$ cat config.mk
export PLATFORM = sky130hd
export DESIGN_NAME = ofs_plat_soft_reset_pwr_seq
export DESIGN_NICKNAME = d
export VERILOG_FILES = /design/src/rtl/ofs_plat_soft_reset_pwr_seq.sv
export SDC_FILE = /design/constraint.sdc
export NUM_CORES = 1
export LEC_CHECK = 0
export CORE_MARGIN = 1.5
export CORE_UTILIZATION = 40
export CTS_CLUSTER_SIZE = 20
export DETAILED_ROUTE_END_ITERATION = 6
export HOLD_SLACK_MARGIN = 0.02
export SETUP_SLACK_MARGIN = 0.3
export SYNTH_ARGS = -nofsm -noshare
export SYNTH_HDL_FRONTEND = slang
export SYNTH_SLANG_ARGS = --single-unit
$ cat constraint.sdc
create_clock -name clk -period 2.4 [get_ports clk]
set_input_delay 0.72 -clock clk [delete_from_list [all_inputs] [get_ports clk]]
set_output_delay 0.72 -clock clk [all_outputs]
set_load 0.03 [all_outputs]
$ cat src/rtl/ofs_plat_soft_reset_pwr_seq.sv
// ofs_plat_soft_reset_pwr_seq
// FIU-side sequencer for the AFU-facing softReset_n and pwrState signals.
// Host soft-reset request pulses are turned into a drained, minimum-width,
// active-low AFU reset. Power-state updates are registered and each change
// is flagged with a one-cycle pulse.

module ofs_plat_soft_reset_pwr_seq #(
  parameter int MIN_RESET_CYCLES = 16,
  parameter int DRAIN_TIMEOUT    = 1024,
  parameter int PWR_W            = 2,
  parameter int CNT_W            = 16
) (
  input  logic             clk,
  input  logic             reset,
  input  logic             soft_reset_req,
  input  logic             afu_quiesced,
  input  logic [PWR_W-1:0] pwr_state_in,
  output logic             softReset_n,
  output logic [PWR_W-1:0] pwrState,
  output logic             pwr_change,
  output logic             reset_busy,
  output logic             drain_timeout,
  output logic [CNT_W-1:0] reset_count
);

  localparam int HOLD_W = $clog2(MIN_RESET_CYCLES);
  localparam int DRN_W  = $clog2(DRAIN_TIMEOUT);
  localparam logic [HOLD_W-1:0] HOLD_LAST  = HOLD_W'(MIN_RESET_CYCLES - 1);
  localparam logic [DRN_W-1:0]  DRAIN_LAST = DRN_W'(DRAIN_TIMEOUT - 1);

  typedef enum logic [1:0] {
    ST_RUN     = 2'd0,
    ST_DRAIN   = 2'd1,
    ST_ASSERT  = 2'd2,
    ST_RELEASE = 2'd3
  } state_t;

  state_t             state_q, state_d;
  logic [HOLD_W-1:0]  hold_q, hold_d;
  logic [DRN_W-1:0]   drain_q, drain_d;
  logic               pend_q, pend_d;
  // por_q marks the ASSERT phase that follows the hardware reset; requests
  // are only accepted in its final cycle.
  logic               por_q, por_d;
  logic               tmo_q, tmo_d;
  logic [CNT_W-1:0]   cnt_q, cnt_d;
  logic               srn_q;
  logic               busy_q;
  logic [PWR_W-1:0]   pwr_q;
  logic               chg_q;

  // Next-state logic for the reset sequencer and its counters.
  always_comb begin
    state_d = state_q;
    hold_d  = hold_q;
    drain_d = drain_q;
    pend_d  = pend_q;
    por_d   = por_q;
    tmo_d   = tmo_q;
    cnt_d   = cnt_q;
    case (state_q)
      ST_RUN: begin
        if (soft_reset_req) begin
          state_d = ST_DRAIN;
          drain_d = '0;
          tmo_d   = 1'b0;
        end else begin
          state_d = ST_RUN;
        end
      end
      ST_DRAIN: begin
        drain_d = drain_q + DRN_W'(1);
        if (afu_quiesced) begin
          state_d = ST_ASSERT;
          hold_d  = '0;
        end else if (drain_q == DRAIN_LAST) begin
          state_d = ST_ASSERT;
          hold_d  = '0;
          tmo_d   = 1'b1;
        end else begin
          state_d = ST_DRAIN;
        end
      end
      ST_ASSERT: begin
        hold_d = hold_q + HOLD_W'(1);
        if (soft_reset_req && (!por_q || (hold_q == HOLD_LAST))) begin
          pend_d = 1'b1;
        end else begin
          pend_d = pend_q;
        end
        if (hold_q == HOLD_LAST) begin
          state_d = ST_RELEASE;
          por_d   = 1'b0;
          cnt_d   = (cnt_q == {CNT_W{1'b1}}) ? cnt_q : (cnt_q + CNT_W'(1));
        end else begin
          state_d = ST_ASSERT;
        end
      end
      ST_RELEASE: begin
        // A request landing in RELEASE itself coalesces like a pending one.
        if (pend_q || soft_reset_req) begin
          state_d = ST_DRAIN;
          drain_d = '0;
          tmo_d   = 1'b0;
          pend_d  = 1'b0;
        end else begin
          state_d = ST_RUN;
          pend_d  = 1'b0;
        end
      end
      default: begin
        state_d = ST_ASSERT;
        hold_d  = '0;
      end
    endcase
  end

  // Sequencer state and its registered outputs, derived from the next state.
  always_ff @(posedge clk or posedge reset) begin
    if (reset) begin
      state_q <= ST_ASSERT;
      hold_q  <= '0;
      drain_q <= '0;
      pend_q  <= 1'b0;
      por_q   <= 1'b1;
      tmo_q   <= 1'b0;
      cnt_q   <= '0;
      srn_q   <= 1'b0;
      busy_q  <= 1'b1;
    end else begin
      state_q <= state_d;
      hold_q  <= hold_d;
      drain_q <= drain_d;
      pend_q  <= pend_d;
      por_q   <= por_d;
      tmo_q   <= tmo_d;
      cnt_q   <= cnt_d;
      srn_q   <= (state_d != ST_ASSERT);
      busy_q  <= (state_d != ST_RUN);
    end
  end

  // Power-state forwarding with a change pulse aligned to the new value.
  always_ff @(posedge clk or posedge reset) begin
    if (reset) begin
      pwr_q <= '0;
      chg_q <= 1'b0;
    end else begin
      pwr_q <= pwr_state_in;
      chg_q <= (pwr_state_in != pwr_q);
    end
  end

  assign softReset_n   = srn_q;
  assign pwrState      = pwr_q;
  assign pwr_change    = chg_q;
  assign reset_busy    = busy_q;
  assign drain_timeout = tmo_q;
  assign reset_count   = cnt_q;

endmodule

==> results of run 1 <==
-- synthesized netlist by cell type (3+ instances only) --
cell type | n | share of area (%)
a21oi_1 | 5 | 1.3
and2_1 | 3 | 0.95
and3_1 | 4 | 1.3
and4_1 | 3 | 1.3
dfrtp_1 | 37 | 47
dfstp_2 | 3 | 4.0
ha_1 | 3 | 1.9
nand2_1 | 19 | 3.6
nand3_1 | 11 | 2.8
nand4_1 | 7 | 2.2
nor2_1 | 9 | 1.7
nor3_1 | 4 | 1.0
nor4_1 | 3 | 0.95
o211ai_1 | 5 | 1.9
o21ai_0 | 9 | 2.3
xnor2_1 | 9 | 4.0
xor2_1 | 11 | 4.9
-- sequential cells by signal, indices dropped and copies added, names as in the netlist --
register / count
drain_q: 10
drain_timeout: 1
hold_q: 4
pend_q: 1
por_q: 1
pwrState: 2
pwr_change: 1
reset_busy: 1
reset_count: 16
softReset_n: 1
state_q: 2
-- worst max path at each step --
| stage | from | to | slack (ps) | cells after the start |
|---|---|---|---|---|
| 2_1_floorplan | reset_count[0] | reset_count[1] | 550 | 5 |
| 3_3_place_gp | soft_reset_req | drain_q[7] | 100 | 5 |
| 3_5_place_dp | soft_reset_req | drain_q[7] | 20 | 5 |
| 4_1_cts | reset_count[15] | reset_count[15] | 310 | 1 |
| 5_1_grt | soft_reset_req | drain_q[4] | 300 | 5 |
| 6_report | pwrState[0] | pwrState[0] | 360 | 1 |
-- stage by stage --
stage          std cells  instance area (µm²)
2_1_floorplan        184                 1980
3_3_place_gp         277                 2330
3_5_place_dp         277                 2330
4_1_cts              285                 2390
5_1_grt              285                 2400
6_report             285                 2400
-- final cells by class --
class / instances / area [µm²] / area share, %
Inverter: 2 / 7.51 / 0.313
Sequential cell: 40 / 1000 / 41.8
Clock inverter: 1 / 5.00 / 0.208
Clock buffer: 7 / 76.3 / 3.18
Multi-Input combinational cell: 138 / 946 / 39.4
Tap cell: 67 / 83.8 / 3.49
Timing Repair Buffer: 30 / 278 / 11.6
-- logic make-up after synthesis --
group | synth area share, %
and+or+nand+nor | 24.4
DFF | 50.6
AOI/OAI and AO/OA | 11.0
xor gates and xnor gates | 8.83
buffers and inverters | 1.95
adders and majority gates | 1.89
muxes | 1.32
-- power by group --
part           total [mW]  internal, mW  switching [mW]  leakage, nW
sequential          0.880         0.772           0.108        0.528
combinational       0.421         0.173           0.249        0.582
clock               0.427         0.204           0.223       0.0422
-- per-layer routing --
metal  part of all wire, %  GRT usage, %  up-vias  wire length (µm)
met5                     0             0        -                 0
met4                   1.1          6.38        0                47
met3                   5.1          5.08        6               217
met2                    49          28.3       37              2080
met1                    44          22.2      745              1870
li1                      -             -      742                 -
-- what timing repair did --
action                     in CTS  in global routing
hold buffers                    0                  0
resized for setup              16                  4
setup endpoints to repair      16                  7
==> metrics.md, run 1 <==
| Metric | Value |
|---|---|
| Worst-Margin Slew | 554 ps |
| Ys async rst share | between 90% and 100% |
| Vias in the first global route | 1,537 |
| Die ar. | between 5000 and 6000 µm² |
| Ant. Diodes | 0 |
| Peak VDD IR | between 0.2 and 0.3 mV |
| Nets | between 200 and 250 |
| Worst slew margin | between 60% and 70% |
| Total Power | between 1.5 and 2 mW |
| Synth Cell Area | 1980 µm² |
| Clk sinks | 40 |
| Reg clk slew, reported paths | around 70 ps |
| Syn nets | 193 |
| Final setup fails | 0 |
| Cell variety after synth | 48 |
| Initial antenna violation count | 0 |
| Total track usage | roughly 17% |
| Startpoint Class | register |
| Unrepaired setup endpoints after global routing | no |
| # rows | 25 |
| CP bufs+invs | 1 |
| Worst-path maximum fanout | 2 |
| Worst min path class | register to register |
| LEAKAGE | 1.15 nW |
| Total Wirelength | 4210 µm |
| Pre-CTS setup slack | 24.2 ps |
| Hold path depth | 1 |
| Final Util | approximately half |
| Critical path arrival | 1320 ps |
| Filler Cells Inserted | 454 |
| Htree depth | 2 |
| Hold Path Sink | drain_timeout |
| Period Utilization, post-route | 84.9% |
| Outcome | finished, final reports clean |
| Grt total ovfl | 0 |
| Post-Syn Instances | 184 |
| R2R Path Start | state_q[1] |
| WL per Instance | 14.8 µm |
| Placer congestion estimate | between 0.8 and 0.9 |
| Top FF cell, synth | dfrtp_1 |
| Vias | roughly 1,500 |
| Setup TNS | 0 ps |
| Final Max Slew Viols | 0 |
| Reg2Reg Setup Slack | 510 ps |
| Endpoints failing hold | 0 |
| Initial DRC count | about 120 |
| First-pass GRT wire length | slightly above 7000 µm |
| Register area share after synthesis | about half |
| Syn_area_per_cell | 10.8 µm² |
| Core area | between 4000 and 5000 µm² |
| Minimum hold slack | slightly below 500 ps |
| Root Driver | clkbuf_8 |
| TritonCTS Buffers | 5 |
| Clock buffer depth | 2 |
| Initial Util | 41.7% |
| Pwr dens | around 720 nW/µm² |
| YS warnings | 0 |
| Die X-Extent | 73.4 µm |
| Hold path startpoint | drain_timeout |
| Die height | between 70 and 80 µm |
| Most frequent cells in the layout | dfrtp_1, nand2_1, dlygate4sd2_1 |
| Register bit total from synthesis | 40 |
| Fin crit period | approximately 2000 ps |
| Max incr delay on CP | about 680 ps |
| Most common cell after layout, fill and taps aside | dfrtp_1 |
| Slowest cell on crit path | clkdlybuf4s50_1 |
| Area Overhead vs Synth | 21.0% |
| Skew final | approximately 11 ps |
| Port-buffer cells | 27 |
| Vias per std cell | roughly 5.4 |
| I/O pin total | 28 |
| Crit path cell chain | clkdlybuf4s50_1 |
| Maxcap violations | 0 |
| CP Class | register to output port |
| Max Fclk | approximately 490 MHz |
| TritonCTS clock tree | done |
| Antenna Violating Nets Remaining | 0 |
| Crit. End Element | output port |
| Dpl hpwl | 3000 µm |
| Detailed Routing Iterations Pass 1 | 4 |
| Worst setup margin | between 300 and 400 ps |
| Largest net degree at the start of global routing | 41 |
| Layout cells sized above 1 | ~11% |
| Worst R2R End | reset_count[1] |
| Crit-path leading delay family | buffers and inverters |
| DR DRC count | 0 |
| # Post-CTS Setup Buffers | 0 |
| Number of synthesized flops with an enable pin | 0 |
| Clock Latency Late Sink | a little under 300 ps |
| WP data required | approximately 1700 ps |
| Cell count of the worst reg-to-reg path | 4 |
Power figures use the tool's default switching activity.
==> inputs of run 2 (changes only) <==
- clock period: 2.4 -> 2.1 ns (I/O delays scaled with it)
==> run 2 against run 1 <==
Effect of this change: flip-flop and latch count is the same; first-iteration DRC count shrank 49%; register-to-register slack got worse by 160 ps; largest power group unchanged; power increased by 22%; wire length rose by 3.8%; largest cell class unchanged.
==> metrics.md, run 2 (synthesis gave the netlist of run 1 again) <==
| Metric | Value |
|---|---|
| Initial antenna violation count | 0 |
| Initial DRC count | between 50 and 60 |
| Detailed Routing Iterations Pass 1 | 4 |
| DR DRC count | 0 |
| Clock buffer depth | 2 |
| Outcome | finished, final reports clean |
| Most frequent cells in the layout | dfrtp_1, nand2_1, buf_4 |
| Multi-input logic area | 970 µm² |
| Final Util | a little over half |
| Worst slew margin | roughly 72% |
| WL per Instance | 14.7 µm |
| Layout cells sized above 1 | about a quarter |
| Skew final | a little over 10 ps |
| Nets | 239 |
| Critical path arrival | 1130 ps |
| Area Overhead vs Synth | 28.2% |
| Total Wirelength | about 4400 µm |
| Crit. End Element | output port |
| Filler Cells Inserted | 430 |
| Max incr delay on CP | between 400 and 500 ps |
| Maxcap violations | 0 |
| Htree depth | 2 |
| Most common cell after layout, fill and taps aside | dfrtp_1 |
| Slowest cell on crit path | dfrtp_1 |
| Root Driver | clkbuf_8 |
| Crit path cell chain | clkdlybuf4s15_1 |
| Worst min path class | register to register |
| TritonCTS clock tree | done |
| Fin crit period | around 1800 ps |
| Clk sinks | 40 |
| CP Class | register to output port |
| Internal | roughly 1.4 mW |
| Vias in the first global route | between 1,500 and 2,000 |
| First-pass GRT wire length | around 7500 µm |
| Die X-Extent | 73.4 µm |
| Pwr dens | around 830 nW/µm² |
| Switching Share | 33.2% |
| Final setup fails | 0 |
| Die height | between 70 and 80 µm |
| Core area | 4750 µm² |
| Antenna Violating Nets Remaining | 0 |
| Grt total ovfl | 0 |
| Vias per std cell | about 5.3 |
| Net Switching | ~700 µW |
| Post-placement cell area | about 2400 µm² |
| Die ar. | 5390 µm² |
| LEAKAGE | 1.16 nW |
| Max reg flops | 16 |
| Startpoint Class | register |
| Period Utilization, post-route | 83.8% |
| Fin area | roughly 2500 µm² |
| Worst-Margin Slew | roughly 420 ps |
| I/O pin total | 28 |
| Largest net degree at the start of global routing | 41 |
| Combinational Power Share | between 20% and 30% |
| Total track usage | about 18% |
| Worst-path maximum fanout | 5 |
| Sequential share of power | a little under half |
| Max Fclk | 568 MHz |
| Clock power frac | roughly 25% |
| WP data required | between 1000 and 1500 ps |
| Initial Util | about two fifths |
| Dpl hpwl | about 3200 µm |
| Placer congestion estimate | between 0.8 and 0.9 |
| # rows | 25 |
| Reg clk slew, reported paths | around 80 ps |
| Final Max Slew Viols | 0 |
| CP bufs+invs | 1 |
| Clock Latency Late Sink | about 290 ps |
| Ant. Diodes | 0 |
| Endpoints failing hold | 0 |
| Unrepaired setup endpoints after global routing | yes |
| Hold buffers post-CTS | 0 |
| Peak VDD IR | 0.383 mV |
| TritonCTS Buffers | 5 |
| Crit-path leading delay family | flip-flops |
| Vias | between 1,500 and 2,000 |
| Reg area | 1010 µm² |
| Port-buffer cells | 27 |
run 2: metal layers:
metal	vias to the layer above	routed length, µm	GRT usage (%)	share of wire (%)
met4	0	36	7.41	0.82
met3	5	143	4.12	3.3
li1	760	-	-	-
met5	-	0	0	0
met2	29	2180	30.4	50
met1	780	2010	23.3	46
run 2: power by group through the flow:
stage,registers (mW),logic [mW],clock network (mW)
after floorplan,0.999,0.352,0
after global placement,0.984,0.536,0
after detailed placement,0.996,0.565,0
after CTS,0.984,0.558,0.556
after global routing,0.988,0.672,0.597
final,0.976,0.601,0.537
run 2: through the flow:
| stage | hold slack [ps] | worst slack [ps] | cells | setup TNS [ps] | total power, mW |
|---|---|---|---|---|---|
| finish | 496 | 339 | 298 | 0 | 2.11 |
| global route | 515 | 287 | 298 | 0 | 2.26 |
| CTS | 497 | 238 | 292 | 0 | 2.10 |
| detailed placement | 483 | -94.3 | 284 | -201 | 1.56 |
| global placement | 478 | -66.5 | 284 | -133 | 1.52 |
| floorplan | 452 | 366 | 184 | 0 | 1.35 |
run 2: path summary, 6_finish.rpt:
kind	startpoint	endpoint	slack, ps	cells past startpoint
max reg2reg	reset_count[0]	reset_count[1]	350	6
max	reset_count[8]	reset_count[8]	340	1
min reg2reg	drain_timeout	drain_timeout	500	1
min in group asynchronous	reset	softReset_n	680	3
max in group asynchronous	reset	por_q	1150	3
min	drain_timeout	drain_timeout	500	1
run 2: layout make-up:
class,instances,area share [%]
multi-input cells,138,38.1
repair buffers,43,14.9
clock buffers,6,3.25
well taps,67,3.30
inverters,2,0.295
flip-flops and latches,40,39.6
clock inverters,2,0.590
run 2: repair_timing:
| action | 4_1_cts | 5_1_grt |
|---|---|---|
| endpoints found under the hold margin | 0 | 0 |
| resized for setup | 34 | 19 |
| setup buffers | 0 | 6 |
| pin swaps | 1 | 2 |
| gates cloned | 0 | 0 |
| endpoints found under the setup margin | 29 | 17 |
